File: src/rtl/apb_slave_regfile.sv
// rtl/apb_slave_regfile.sv - APB responder with wait states, DEPTH x 32-bit register file and sticky protocol error flag
// Word 0 reads a constant ID and is never writable.
module apb_slave_regfile #(
  parameter int          SEL_IDX     = 0,
  parameter int          DEPTH       = 16,
  parameter int          WAIT_STATES = 0,
  parameter logic [31:0] ID_VALUE    = 32'hA9B0_0001
) (
  input  logic        Hclk,
  input  logic        Hresetn,
  input  logic [2:0]  Pselx,
  input  logic        Penable,
  input  logic        Pwrite,
  input  logic [31:0] Paddr,
  input  logic [31:0] Pwdata,
  output logic [31:0] Prdata,
  output logic        Pready,
  output logic        Pslverr,
  output logic        perr,
  input  logic        perr_clr
);

  localparam int          AW      = (DEPTH > 1) ? $clog2(DEPTH) : 1;
  localparam logic [29:0] DEPTH_W = 30'(DEPTH);
  localparam logic [2:0]  WS      = 3'(WAIT_STATES);

  typedef enum logic {IDLE, ACCESS} state_t;

  state_t        state, state_next;
  logic [31:0]   regs [DEPTH];
  logic [31:0]   addr_q, wdata_q;
  logic          write_q, err_q;
  logic [2:0]    wcnt;
  logic          sel, err, rdy;
  logic [AW-1:0] idx, idx_q;
  logic          setup_go, write_go, perr_set, wcnt_dec;
  logic          unused_sel_bits;

  assign sel             = Pselx[SEL_IDX];
  assign unused_sel_bits = ^Pselx;
  assign idx             = Paddr[2 +: AW];
  assign idx_q           = addr_q[2 +: AW];
  assign err             = (Paddr[1:0] != 2'b00) || (Paddr[31:2] >= DEPTH_W) ||
                           (Pwrite && (idx == '0));
  assign rdy             = (wcnt == 3'd0);

  always_comb begin
    state_next = state;
    setup_go   = 1'b0;
    write_go   = 1'b0;
    perr_set   = 1'b0;
    wcnt_dec   = 1'b0;
    Pready     = 1'b0;
    Pslverr    = 1'b0;
    case (state)
      IDLE: begin
        if (sel && !Penable) begin
          setup_go   = 1'b1;
          state_next = ACCESS;
        end else if (sel && Penable) begin
          perr_set = 1'b1;
        end
      end
      ACCESS: begin
        Pready  = rdy;
        Pslverr = err_q && rdy;
        // A dropped select or enable aborts the transfer without a write.
        if (!sel || !Penable) begin
          perr_set   = 1'b1;
          state_next = IDLE;
        end else begin
          if ((Paddr != addr_q) || (Pwrite != write_q) || (Pwdata != wdata_q))
            perr_set = 1'b1;
          if (rdy) begin
            write_go   = write_q && !err_q;
            state_next = IDLE;
          end else begin
            wcnt_dec = 1'b1;
          end
        end
      end
      default: state_next = IDLE;
    endcase
  end

  always_ff @(posedge Hclk) begin
    if (!Hresetn) state <= IDLE;
    else          state <= state_next;
  end

  always_ff @(posedge Hclk) begin
    if (!Hresetn) begin
      addr_q  <= '0;
      wdata_q <= '0;
      write_q <= 1'b0;
      err_q   <= 1'b0;
      wcnt    <= '0;
      Prdata  <= '0;
      perr    <= 1'b0;
      for (int i = 0; i < DEPTH; i++) regs[i] <= '0;
    end else begin
      if (setup_go) begin
        addr_q  <= Paddr;
        wdata_q <= Pwdata;
        write_q <= Pwrite;
        err_q   <= err;
        wcnt    <= WS;
        if (!Pwrite)
          Prdata <= err ? '0 : ((idx == '0) ? ID_VALUE : regs[idx]);
      end
      if (wcnt_dec) wcnt <= wcnt - 3'd1;
      if (write_go) regs[idx_q] <= wdata_q;
      if (perr_set)      perr <= 1'b1;
      else if (perr_clr) perr <= 1'b0;
    end
  end

endmodule

File: config.mk
export PLATFORM = sky130hd
export DESIGN_NAME = apb_slave_regfile
export DESIGN_NICKNAME = d
export VERILOG_FILES = /design/src/rtl/apb_slave_regfile.sv
export SDC_FILE = /design/constraint.sdc
export NUM_CORES = 1
export LEC_CHECK = 0
export BUFFER_PORTS_ARGS = -buffer_cell sky130_fd_sc_hd__buf_4
export CAP_MARGIN = 20
export CORE_MARGIN = 1
export CORE_UTILIZATION = 54
export CTS_CLUSTER_SIZE = 30
export DETAILED_ROUTE_END_ITERATION = 10
export GPL_ROUTABILITY_DRIVEN = 0
export PLACE_DENSITY = 0.68
export SLEW_MARGIN = 5
export SYNTH_ARGS = -nofsm -noshare
export SYNTH_HDL_FRONTEND = slang
export SYNTH_SLANG_ARGS = --single-unit
File: constraint.sdc
create_clock -name Hclk -period 4.69 [get_ports Hclk]
set_input_delay 0.469 -clock Hclk [delete_from_list [all_inputs] [get_ports Hclk]]
set_output_delay 0.469 -clock Hclk [all_outputs]
set_load 0.05 [all_outputs]
==> flow_metrics.py <==
metrics = {
    "run_status": {
        "outcome": "completed",
    },
    "cts": {
        "cts_tree": "built",
        "clock_latency_ns": 0.60,
        "cts_buffers": 66,
        "path_clk_slew_ns": 0.06,
        "ctsResizeCount": 0,
        "root_buffer": "clkbuf_16",
        "cts_setup_buffers": 0,
        "cts_buffer_depth": 3,
        "htree_levels": 3,
        "hold_buffers": 0,
        "clock-sinks": 608,
    },
    "worst_setup_path": {
        "crit_fanout": 27,
        "cp.arrival_ns": 3.70,
        "required_ns": 4.96,
        "slowest_stage": "nand2_1",
        "worstSetupPathType": "register to register",
        "critPathCaptureType": "register",
        "critPathMostFrequentCell": "nand2_1",
        "max_stage_delay_ns": 0.71,
        "crit_chain": "inv_1 -> ha_1 -> ha_1 -> nand2_1 -> nor4_4 -> nor3b_4 -> buf_4 -> nand2_1 -> nand2_1 -> buf_4",
        "worstSetupStartpointType": "register",
    },
    "final_layout": {
        "drive_above_1_share": 0.1898,
        "fin_area_um2": 31020,
        "utilization": 0.6171,
        "fillCellCount": 3830,
        "syn2layout_area_growth_pct": 12.68,
        "fin_nets": 2107,
        "stdcell_count": 2754,
    },
    "logic_synthesis": {
        "yosysSeqAreaShare": 0.6257,
        "synth.most_common_cell": "edfxtp_1",
        "synth_cell_types": 50,
        "synthArstFlopShare": 0,
        "synth-main-ff-cell": "edfxtp_1",
        "yosys.area.top_type": "edfxtp_1",
        "yosys.area.top_type_share": 0.5508,
        "syn_area_um2": 27530,
        "avgSynthCellArea_um2": 13.69,
        "ys_top_cells_by_count": "edfxtp_1 (505), and2_1 (393), nand2_1 (152)",
        "synth_edf_count": 505,
        "synth_warnings": 0,
        "syn_inst": 2011,
        "synthTopCellsByArea": "edfxtp_1 (55%), mux4_2 (9.2%), and2_1 (8.9%)",
        "syn_nets": 2085,
        "ys_ff_latch": 608,
    },
    "route": {
        "routed_wirelength_um": 72240,
        "first_iter_violations": 2003,
        "viasPerCell": 6.123,
        "dr_total_vias": 16863,
        "drt_pre_antenna_iters": 5,
        "postRouteAntennaNets": 0,
        "drc_errors": 0,
        "wl_per_cell_um": 26.23,
    },
    "sta": {
        "worst_slew_pin_slew_ns": 1.082,
        "hold_violations": 0,
        "setup_tns_ns": 0,
        "fmax_ghz": 0.2911,
        "skew_ns": 0.02110,
        "maxSlewViolCount": 0,
        "finalCritPeriodShare": 0.7325,
        "post-route-min-period_ns": 3.435,
        "hold-worst-slack_ns": 0.1399,
        "setup_viol": 0,
        "slew_headroom": 0.2762,
        "fin_ws_ns": 1.255,
        "rsz0062_at_grt": "no",
    },
    "floorplan": {
        "initial_utilization": 0.5476,
        "fp.dieH_um": 227.8,
        "core_area_um2": 50270,
        "dieArea_um2": 51890,
        "die_w_um": 227.8,
        "pin_count": 107,
        "row_count": 82,
    },
    "pwr": {
        "irDropWorstVdd_v": 0.0003210,
        "power_density_nw_per_um2": 384.6,
        "total_power_mw": 11.93,
        "p_leak_nw": 11.74,
    },
    "place": {
        "pre_cts_ws_ns": 1.163,
        "hpwl_um": 42280,
        "io_buffers": 104,
        "place_area_um2": 28870,
        "dp.cells": 2634,
    },
    "global_route": {
        "grt_pass1_vias": 16793,
        "grt_max_degree": 89,
        "track_usage": 0.2820,
        "gr-total-overflow": 0,
        "antenna_found_initial": 7,
        "grt_pass1_wl_um": 107400,
    },
    "min_path": {
        "hold_class": "primary input to register",
    },
    "flow_run": {
        "cap_violations": 0,
    },
}
==> where the power goes <==
| group | switching (mW) | internal (mW) | leakage, nW |
|---|---|---|---|
| combinational | 0.469 | 0.309 | 4.67 |
| sequential | 0.118 | 6.00 | 6.06 |
| clock | 2.07 | 2.96 | 1.01 |
==> layer usage <==
metal | global-route usage | share of wire | vias up
met3 | 0.05163 | 0.093 | 132
met2 | 0.4528 | 0.48 | 861
met4 | 0.1003 | 0.030 | 2
li1 | - | - | 7344
met5 | 0 | 0.00018 | -
met1 | 0.3875 | 0.40 | 8524
==> area by class of cell <==
type	instances	area, µm²	area share
clock inverter	24	186.4	0.006010
antenna	1	2.502	0.00008066
multi-input combinational	1173	9494	0.3060
timing repair buffer	156	1281	0.04130
clock buffer	92	1886	0.06078
inverter	28	105.1	0.003388
sequential	608	17230	0.5553
tap	672	840.8	0.02710
==> cells in the final DEF (no fill, tap or decap), types with 5 or more instances in the layout <==
master	Yosys	routed
and2_1	393	393
a221oi_1	26	26
a22o_1	26	26
nor4_1	25	25
xor2_1	35	35
a21oi_1	6	6
a22oi_1	13	13
mux4_2	113	113
buf_12	0	5
and3_1	91	91
clkbuf_1	147	18
a2bb2oi_1	6	6
o22ai_1	7	7
nor3_1	23	20
edfxtp_1	505	505
clkbuf_16	0	71
o21ai_4	0	9
o21ai_0	28	19
clkinv_2	0	7
clkinv_1	0	12
a21boi_0	64	64
nor2b_1	19	16
nand4_1	6	6
nand2_1	152	150
nor2_2	0	11
nor2_1	30	19
mux2i_1	61	61
dfxtp_1	103	103
buf_4	7	148
inv_1	27	27
xnor2_1	13	13
==> sequential cells by signal, summed over array words and instances (netlist names) <==
signal / cells
state: 1
wdata_q: 32
addr_q: 32
wcnt: 3
err_q: 1
write_q: 1
perr: 1
regs: 505
Prdata: 32
==> cell families (layout without fill, tap and decap cells) <==
| family | Yosys count | in the layout | share of synthesized area |
|---|---|---|---|
| compound gates | 188 | 188 | 0.05049 |
| xor+xnor | 48 | 48 | 0.01527 |
| fa+ha+maj | 2 | 2 | 0.0009088 |
| buf+inv | 230 | 300 | 0.03577 |
| flops | 608 | 608 | 0.6257 |
| mux | 174 | 174 | 0.1146 |
| other cells | 0 | 1 | 0 |
| simple gates | 761 | 761 | 0.1572 |
==> critical path: cells and delay by family, from the launching register on <==
kind          cells  cell delay [ns]
buf+inv           3             0.84
simple gates      5             1.60
fa+ha+maj         2             0.33
flops             1             0.32
==> final timing paths <==
check	startpoint	endpoint	slack, ns	cells after the start
worst max-delay path	wcnt[0]	regs[0][25]	1.25	10
worst min-delay path	Pwdata[23]	wdata_q[23]	0.14	3
worst max register to register	wcnt[0]	regs[0][25]	1.25	10
worst min register to register	Prdata[23]	Prdata[23]	0.47	2
Note: power is estimated with default switching activity, not from simulation.
